### src/rtl/vec_pkg.sv
// Shared constants, state encoding and index-width helper for the vector multiplier slice.
// Combinational definitions only; no timing or backpressure of its own.
package vec_pkg;

   localparam int VEC_SIZE_DEF  = 8;
   localparam int ELEM_SIZE_DEF = 16;

   typedef enum logic [1:0] {
      ST_IDLE = 2'd0,
      ST_ELEM = 2'd1,
      ST_DOT  = 2'd2
   } vs_state_e;

   // Never returns 0, so an index bus is always at least one bit wide.
   function automatic int idx_width(input int n);
      return (n <= 2) ? 1 : $clog2(n);
   endfunction

endpackage

### src/rtl/vector_result_streamer.sv
// Captures a result vector (+ dot word when VSTREAM_DOT_WORD_EN) on load, streams one word per handshake.
// Latency: load in cycle N gives element 0 valid in cycle N+1; a stalled sink holds every output stable.
// Loads while busy are dropped with a pulse; a load in the final-transfer cycle chains with no idle gap.
module vector_result_streamer
   import vec_pkg::*;
#(
   parameter  int VECTOR_SIZE  = VEC_SIZE_DEF,
   parameter  int ELEMENT_SIZE = ELEM_SIZE_DEF,
   localparam int IDX_W        = idx_width(VECTOR_SIZE)
) (
   input  logic                                 clk,
   input  logic                                 rst,
   input  logic                                 load,
   input  logic [ELEMENT_SIZE*VECTOR_SIZE-1:0]  result_in,
   input  logic [ELEMENT_SIZE-1:0]              dot_in,
   output logic                                 busy,
   output logic                                 load_drop,
   output logic [ELEMENT_SIZE-1:0]              out_data,
   output logic [IDX_W-1:0]                     out_index,
   output logic                                 out_is_dot,
   output logic                                 out_valid,
   input  logic                                 out_ready,
   output logic                                 out_last,
   output logic                                 done
);

   localparam logic [IDX_W-1:0] LAST_IDX = IDX_W'(VECTOR_SIZE - 1);

   vs_state_e                               state_q, state_d;
   logic [IDX_W-1:0]                        idx_q, idx_d;
   logic [ELEMENT_SIZE*VECTOR_SIZE-1:0]     cap_q, cap_d;
   logic [ELEMENT_SIZE-1:0]                 data_q, data_d;
   logic                                    valid_q, valid_d;
   logic                                    last_q, last_d;
   logic                                    drop_q, drop_d;
   logic                                    done_q, done_d;
   logic                                    xfer, final_xfer, accept;

`ifdef VSTREAM_DOT_WORD_EN
   logic [ELEMENT_SIZE-1:0]                 dot_q, dot_d;
   logic                                    isdot_q, isdot_d;
`else
   logic                                    unused_dot;
   assign unused_dot = ^dot_in;
`endif

   function automatic logic [ELEMENT_SIZE-1:0] elem_at(
      input logic [ELEMENT_SIZE*VECTOR_SIZE-1:0] v,
      input logic [IDX_W-1:0]                    i
   );
      elem_at = '0;
      for (int k = 0; k < VECTOR_SIZE; k++) begin
         if (i == IDX_W'(k)) elem_at = v[k*ELEMENT_SIZE +: ELEMENT_SIZE];
      end
   endfunction

   always_comb begin
      xfer       = valid_q & out_ready;
      final_xfer = xfer & last_q;
      accept     = load & ((state_q == ST_IDLE) | final_xfer);

      state_d = state_q;
      idx_d   = idx_q;
      cap_d   = cap_q;
      drop_d  = load & ~accept;
      done_d  = final_xfer;
`ifdef VSTREAM_DOT_WORD_EN
      dot_d   = dot_q;
`endif

      if (accept) begin
         cap_d   = result_in;
`ifdef VSTREAM_DOT_WORD_EN
         dot_d   = dot_in;
`endif
         idx_d   = '0;
         state_d = ST_ELEM;
      end else if (xfer) begin
         case (state_q)
            ST_ELEM: begin
               if (idx_q == LAST_IDX) begin
`ifdef VSTREAM_DOT_WORD_EN
                  state_d = ST_DOT;
`else
                  state_d = ST_IDLE;
`endif
                  idx_d = '0;
               end else begin
                  idx_d = idx_q + 1'b1;
               end
            end
            default: state_d = ST_IDLE;
         endcase
      end

      // Outputs are decoded from the next state so they can be registered.
      data_d  = '0;
      valid_d = 1'b0;
      last_d  = 1'b0;
`ifdef VSTREAM_DOT_WORD_EN
      isdot_d = 1'b0;
`endif
      case (state_d)
         ST_ELEM: begin
            valid_d = 1'b1;
            data_d  = elem_at(cap_d, idx_d);
`ifndef VSTREAM_DOT_WORD_EN
            last_d  = (idx_d == LAST_IDX);
`endif
         end
`ifdef VSTREAM_DOT_WORD_EN
         ST_DOT: begin
            valid_d = 1'b1;
            data_d  = dot_d;
            last_d  = 1'b1;
            isdot_d = 1'b1;
         end
`endif
         default: ;
      endcase
   end

   always_ff @(posedge clk or posedge rst) begin
      if (rst) begin
         state_q <= ST_IDLE;
         idx_q   <= '0;
         cap_q   <= '0;
         data_q  <= '0;
         valid_q <= 1'b0;
         last_q  <= 1'b0;
         drop_q  <= 1'b0;
         done_q  <= 1'b0;
`ifdef VSTREAM_DOT_WORD_EN
         dot_q   <= '0;
         isdot_q <= 1'b0;
`endif
      end else begin
         state_q <= state_d;
         idx_q   <= idx_d;
         cap_q   <= cap_d;
         data_q  <= data_d;
         valid_q <= valid_d;
         last_q  <= last_d;
         drop_q  <= drop_d;
         done_q  <= done_d;
`ifdef VSTREAM_DOT_WORD_EN
         dot_q   <= dot_d;
         isdot_q <= isdot_d;
`endif
      end
   end

   assign busy      = (state_q != ST_IDLE);
   assign load_drop = drop_q;
   assign out_data  = data_q;
   assign out_index = idx_q;
   assign out_valid = valid_q;
   assign out_last  = last_q;
   assign done      = done_q;
`ifdef VSTREAM_DOT_WORD_EN
   assign out_is_dot = isdot_q;
`else
   assign out_is_dot = 1'b0;
`endif

endmodule

### config.mk
export PLATFORM = sky130hd
export DESIGN_NAME = vector_result_streamer
export DESIGN_NICKNAME = d
export VERILOG_FILES = /design/src/rtl/vec_pkg.sv /design/src/rtl/vector_result_streamer.sv
export SDC_FILE = /design/constraint.sdc
export NUM_CORES = 1
export LEC_CHECK = 0
export ABC_AREA = 1
export CAP_MARGIN = 20
export CORE_MARGIN = 3
export CORE_UTILIZATION = 58
export CTS_BUF_LIST = sky130_fd_sc_hd__clkbuf_8
export CTS_CLUSTER_DIAMETER = 100
export DETAILED_ROUTE_END_ITERATION = 8
export DONT_BUFFER_PORTS = 1
export GPL_TIMING_DRIVEN = 1
export PLACE_DENSITY = 0.74
export SETUP_SLACK_MARGIN = 0.4
export SLEW_MARGIN = 20
export SYNTH_ARGS = -nofsm -noshare
export SYNTH_HDL_FRONTEND = slang
export SYNTH_SLANG_ARGS = --single-unit
### constraint.sdc
create_clock -name clk -period 6.32 [get_ports clk]
set_input_delay 0.632 -clock clk [delete_from_list [all_inputs] [get_ports clk]]
set_output_delay 0.632 -clock clk [all_outputs]
set_load 0.02 [all_outputs]
## Yosys cells after proc, flatten, opt, wreduce, memory -nomap -nowiden

Cells that the tools add are included.

- Muxes and demuxes: 20
- Reduce and logical (&&, ||, !) cells: 3
- Shift operators: 0
- Eq/ne operators: 10
- Add/sub/neg operators: 1
- Divide/modulo/power cells: 0
- $lt $le $gt $ge: 0
- Bitwise gates (word level): 6
- Multiply operators: 0

Operators by type and width:

| kind | number |
|---|---|
| two-way mux 16 bit | 9 |
| two-way mux 128 bit | 1 |
| equality test 3 bit, second input constant | 5 |
| two-way mux 3 bit | 4 |
| two-way mux 2 bit | 4 |
| equality test 3 x 2 -> 1 bit, second input constant | 2 |
| AND 1 bit | 4 |
| equality test 2 x 1 -> 1 bit, second input constant | 2 |
| adder 3 x 1 -> 3 bit, second input constant | 1 |
| equality test 3 x 1 -> 1 bit, second input constant | 1 |
| logical NOT 3 bit | 1 |
| logical NOT 2 bit | 1 |
| two-way mux 1 bit | 2 |
| nonzero test 2 bit | 1 |
| inverter 1 bit | 1 |
| OR 1 bit | 1 |

- Output and inout bits: 25
- Memories: 0
- Latch bits: 0
- Word-level logic and storage cells: 48
- Bits in writable memories: 0
- Memory bits (read-only): 0
- Flip-flop bits (word level): 153

## Depth between registers and ports, before layout

- Depth after elaboration: 15
- Mapped depth: 14
- Mapped depth without buffers: 14

## Least setup slack after synthesis

No wires, ideal clock.

- Path type: reg-to-reg
- Start: register idx_q[0], in the netlist out_index[0]
- End: register data_q[11], in the netlist out_data[11]
- Arrival: 1.944 ns
- Required time: 6.199 ns
- Cell stages (with the launch flop): 13
- Slack: 4.255 ns
- Path buffers: 1
- Setup time: 0.121 ns
- Cells stage by stage: dfrtp_1 -> ha_1 -> ha_1 -> inv_1 -> nand3_1 -> nand3_4 -> nand2_2 -> buf_2 -> nand3_1 -> nand2_1 -> nand4_1 -> nor2_1 -> nor2_1

- Longest elaborated chain between the ends: 15

RTL lines:

| what | RTL line | source |
|---|---|---|
| from (decl) | vector_result_streamer.sv:30 | `logic [IDX_W-1:0] idx_q, idx_d;` |
| from (signal assigned) | vector_result_streamer.sv:139 | `idx_q <= idx_d;` |
| adder 3 x 1 -> 3 bit or equality test 3 bit (tied branches) | vector_result_streamer.sv:89, vector_result_streamer.sv:81 |  |
| two-way mux 3 bit | vector_result_streamer.sv:81 | `if (idx_q == LAST_IDX) begin` |
| two-way mux 3 bit | vector_result_streamer.sv:79 | `case (state_q)` |
| two-way mux 3 bit | vector_result_streamer.sv:78 | `end else if (xfer) begin` |
| two-way mux 3 bit | vector_result_streamer.sv:71 | `if (accept) begin` |
| logical NOT 3 bit | vector_result_streamer.sv:53 | `if (i == IDX_W'(k)) elem_at = v[k*ELEMENT_SIZE +: ELEMENT_SIZE];` |
| two-way mux 16 bit (8 in a row) | vector_result_streamer.sv:53 |  |
| two-way mux 16 bit * | vector_result_streamer.sv:103 | `case (state_d)` |
| via data_d[11] | vector_result_streamer.sv:32 | `logic [ELEMENT_SIZE-1:0] data_q, data_d;` |
| to (signal assigned) | vector_result_streamer.sv:141 | `data_q <= data_d;` |
| to (decl) | vector_result_streamer.sv:32 |  |

The timed path passes the listed nets; every way through them passes the cells marked *.

## Worst setup path after layout

- Start: register valid_q, in the netlist out_valid
- End: register data_q[11], in the netlist out_data[11]

- Longest elaborated chain between the ends: 15

RTL lines:

| what | RTL line | source |
|---|---|---|
| from (decl) | vector_result_streamer.sv:33 | `logic valid_q, valid_d;` |
| from (signal assigned) | vector_result_streamer.sv:142 | `valid_q <= valid_d;` |
| AND 1 bit * | vector_result_streamer.sv:58 | `xfer = valid_q & out_ready;` |
| AND 1 bit | vector_result_streamer.sv:59 | `final_xfer = xfer & last_q;` |
| OR 1 bit | vector_result_streamer.sv:60 | `accept = load & ((state_q == ST_IDLE) \| final_xfer);` |
| AND 1 bit | vector_result_streamer.sv:60 |  |
| two-way mux 3 bit | vector_result_streamer.sv:71 |  |
| logical NOT 3 bit | vector_result_streamer.sv:53 |  |
| two-way mux 16 bit (8 in a row) | vector_result_streamer.sv:53 |  |
| two-way mux 16 bit * | vector_result_streamer.sv:103 |  |
| via data_d[11] | vector_result_streamer.sv:32 |  |

Marked as above.

==> results.json <==
{
  "status": "finished clean",
  "num-fill-cells": 1034,
  "period_share": 0.556,
  "gp_congestion": 0.804,
  "synthesis.nets": 1017,
  "post_cts_buffers": 0,
  "fin_tns_setup_ns": 0,
  "cts_sinks": 153,
  "clk_latency_ns": 0.45,
  "power_density_nw_per_um2": 271,
  "die_h_um": 116,
  "final_common_cell": "nand2_1",
  "p_leak_nw": 4.07,
  "coreArea_um2": 11600,
  "area_growth_syn_to_layout_pct": 6.44,
  "tightest_slew_ns": 1.07,
  "yosysTopAreaCell": "dfrtp_1",
  "synthCells": 867,
  "yosysTopAreaCellShare": 0.545,
  "cp_data_arrival_time_ns": 3.89,
  "wl_um": 16600,
  "antenna_left": 0,
  "num-nets-final": 995,
  "min_path_type": "input port to async pin",
  "finClkSkew_ns": 0.0113,
  "grt_pass1_vias": 5349,
  "setup_violations": 0,
  "worstSetupPathType": "flop to flop",
  "final_max_slew_viol_count": 0,
  "cts_resized": 0,
  "drc": 0,
  "dieArea_um2": 13500,
  "cap_viol_max_count": 0,
  "grt_util_all_layers": 0.258,
  "dr_total_vias": 5385,
  "io_buffers": 0,
  "netlist-cell-type-count": 33,
  "drt_iter0_markers": 387,
  "cts_buffers": 17,
  "grt_pass1_wl_um": 26700,
  "clkSlewWorstSetupHoldPaths_ns": 0.08,
  "synthTopCellsByArea": "dfrtp_1 54%, nand2_1 22%, nand3_1 3.8%",
  "cts-hold-fix-buffers": 0,
  "vias_per_cell": 5.38,
  "rsz0062_at_grt": "no",
  "ys_warn_count": 0,
  "wl_per_cell_um": 16.6,
  "cts_root_buffer": "clkbuf_8",
  "cts_htree_levels": 4,
  "synth_area_um2": 7030,
  "cp.required_ns": 6.70,
  "dp_hpwl_um": 11500,
  "diodes": 0,
  "drive_gt1_frac": 0.0886,
  "cts_tree": "yes",
  "layout_common_cells": "406 x nand2_1, 153 x dfrtp_1, 53 x nand3_1, 43 x inv_1, 42 x o21ai_0",
  "grt-ovfl-total": 0,
  "grt_start_max_net_pins": 119,
  "startpoint_type": "flop",
  "std_cell_rows": 39,
  "start_util": 0.605,
  "worstPathMaxFanout": 70,
  "hold_viol": 0,
  "die_w_um": 116,
  "num_io_pins": 173,
  "cts.path.max_buffers": 2,
  "timing.fmax_mhz": 285,
  "synth_seq_cells": 153,
  "synth_seq_area_share": 0.545,
  "drt-pass1-iter-count": 5,
  "maxSlewHeadroom": 0.288,
  "timing.final.crit_period_ns": 3.51,
  "syn_avg_cell_area_um2": 8.11,
  "antenna_found_initial": 0,
  "power.total_mw": 2.03,
  "endpoint_kind": "flop",
  "ir_worst_vdd_mv": 0.175
}
[worst max-delay path, stage by stage, from the launching register on]
cell     delay, ns
dfrtp_1       0.48
nand3_2       0.17
nand2_2       0.19
nand2_4       0.53
buf_4         0.71
nand2_4       0.29
nor2_8        0.31
nand2_4       0.13
inv_4         0.19
nand2_1       0.07
nand4_1       0.14
nor2_1        0.06
nor2_1        0.09
[registers in the layout (all words and copies together) (netlist names)]
register   cells
done           1
out_last       1
out_valid      1
out_data      16
state_q        2
load_drop      1
out_index      3
cap_q        128
[cells by family (layout without fill, tap and decap cells)]
group	after synthesis	after routing	synth area share
AND/OR/NAND/NOR	558	558	0.347
flip-flops	153	153	0.545
buffers and inverters	96	87	0.0612
AO/OA/AOI/OAI	56	56	0.0415
adder cells (fa/ha/maj)	2	2	0.00356
other	1	1	0.000533
multiplexers	1	1	0.00142
[Yosys cell counts (all sizes together)]
master    n
nand3b    1
inv      52
nand3    56
o21ai    44
or2      16
conb      1
clkbuf   13
and2     10
a21oi    12
dfrtp   153
nor3      2
mux2i     1
nand2   414
buf      31
nor2     32
ha        2
nand4    27
[power by group]
| part | leakage (nW) | total [mW] | internal [mW] | switching, mW |
|---|---|---|---|---|
| Clock | 0.253 | 0.865 | 0.518 | 0.347 |
| Sequential | 1.97 | 1.03 | 1.02 | 0.0132 |
| Combinational | 1.85 | 0.127 | 0.0372 | 0.0896 |
[layout make-up]
class                   instances  area [µm²]  area share
clock inverters                10         171      0.0229
repair buffers                  3        22.5     0.00301
flip-flops and latches        153        3830       0.512
well taps                     143         179      0.0239
clock buffers                  22         303      0.0405
multi-input cells             618        2770       0.370
inverters                      52         208      0.0278
[metal layers]
metal | global-route usage | vias up | share of wire | wire length, µm
met5 | 0 | - | 0 | 0
met2 | 0.408 | 180 | 0.48 | 7920
met3 | 0.0793 | 23 | 0.079 | 1320
met4 | 0.0812 | 0 | 0.016 | 267
li1 | - | 2665 | - | -
met1 | 0.347 | 2517 | 0.43 | 7110
[path summary, 6_finish.rpt]
kind	startpoint	to	slack (ns)	cells past startpoint
max reg2reg	out_valid	out_data[11]	2.81	12
min reg2reg	cap_q[12]	cap_q[12]	0.47	2
max in group asynchronous	rst	cap_q[14]	4.70	2
min	rst	cap_q[69]	0.13	1
max	out_valid	out_data[11]	2.81	12
min in group clk	result_in[126]	cap_q[126]	0.30	2
[stage by stage]
step / utilization / hold WS [ns] / cells / area, µm² / worst slack [ns]
6_report: 0.644 / 0.130 / 1001 / 7480 / 2.81
3_5_place_dp: 0.603 / 0.456 / 969 / 7010 / 2.71
3_3_place_gp: 0.603 / 0.450 / 969 / 7010 / 2.79
2_1_floorplan: - / 0.438 / 867 / 7030 / 1.57
5_1_grt: 0.644 / 0.164 / 1001 / 7480 / 2.48
4_1_cts: 0.644 / 0.150 / 1001 / 7480 / 2.79
No activity file was read; power rests on OpenSTA's default activity.
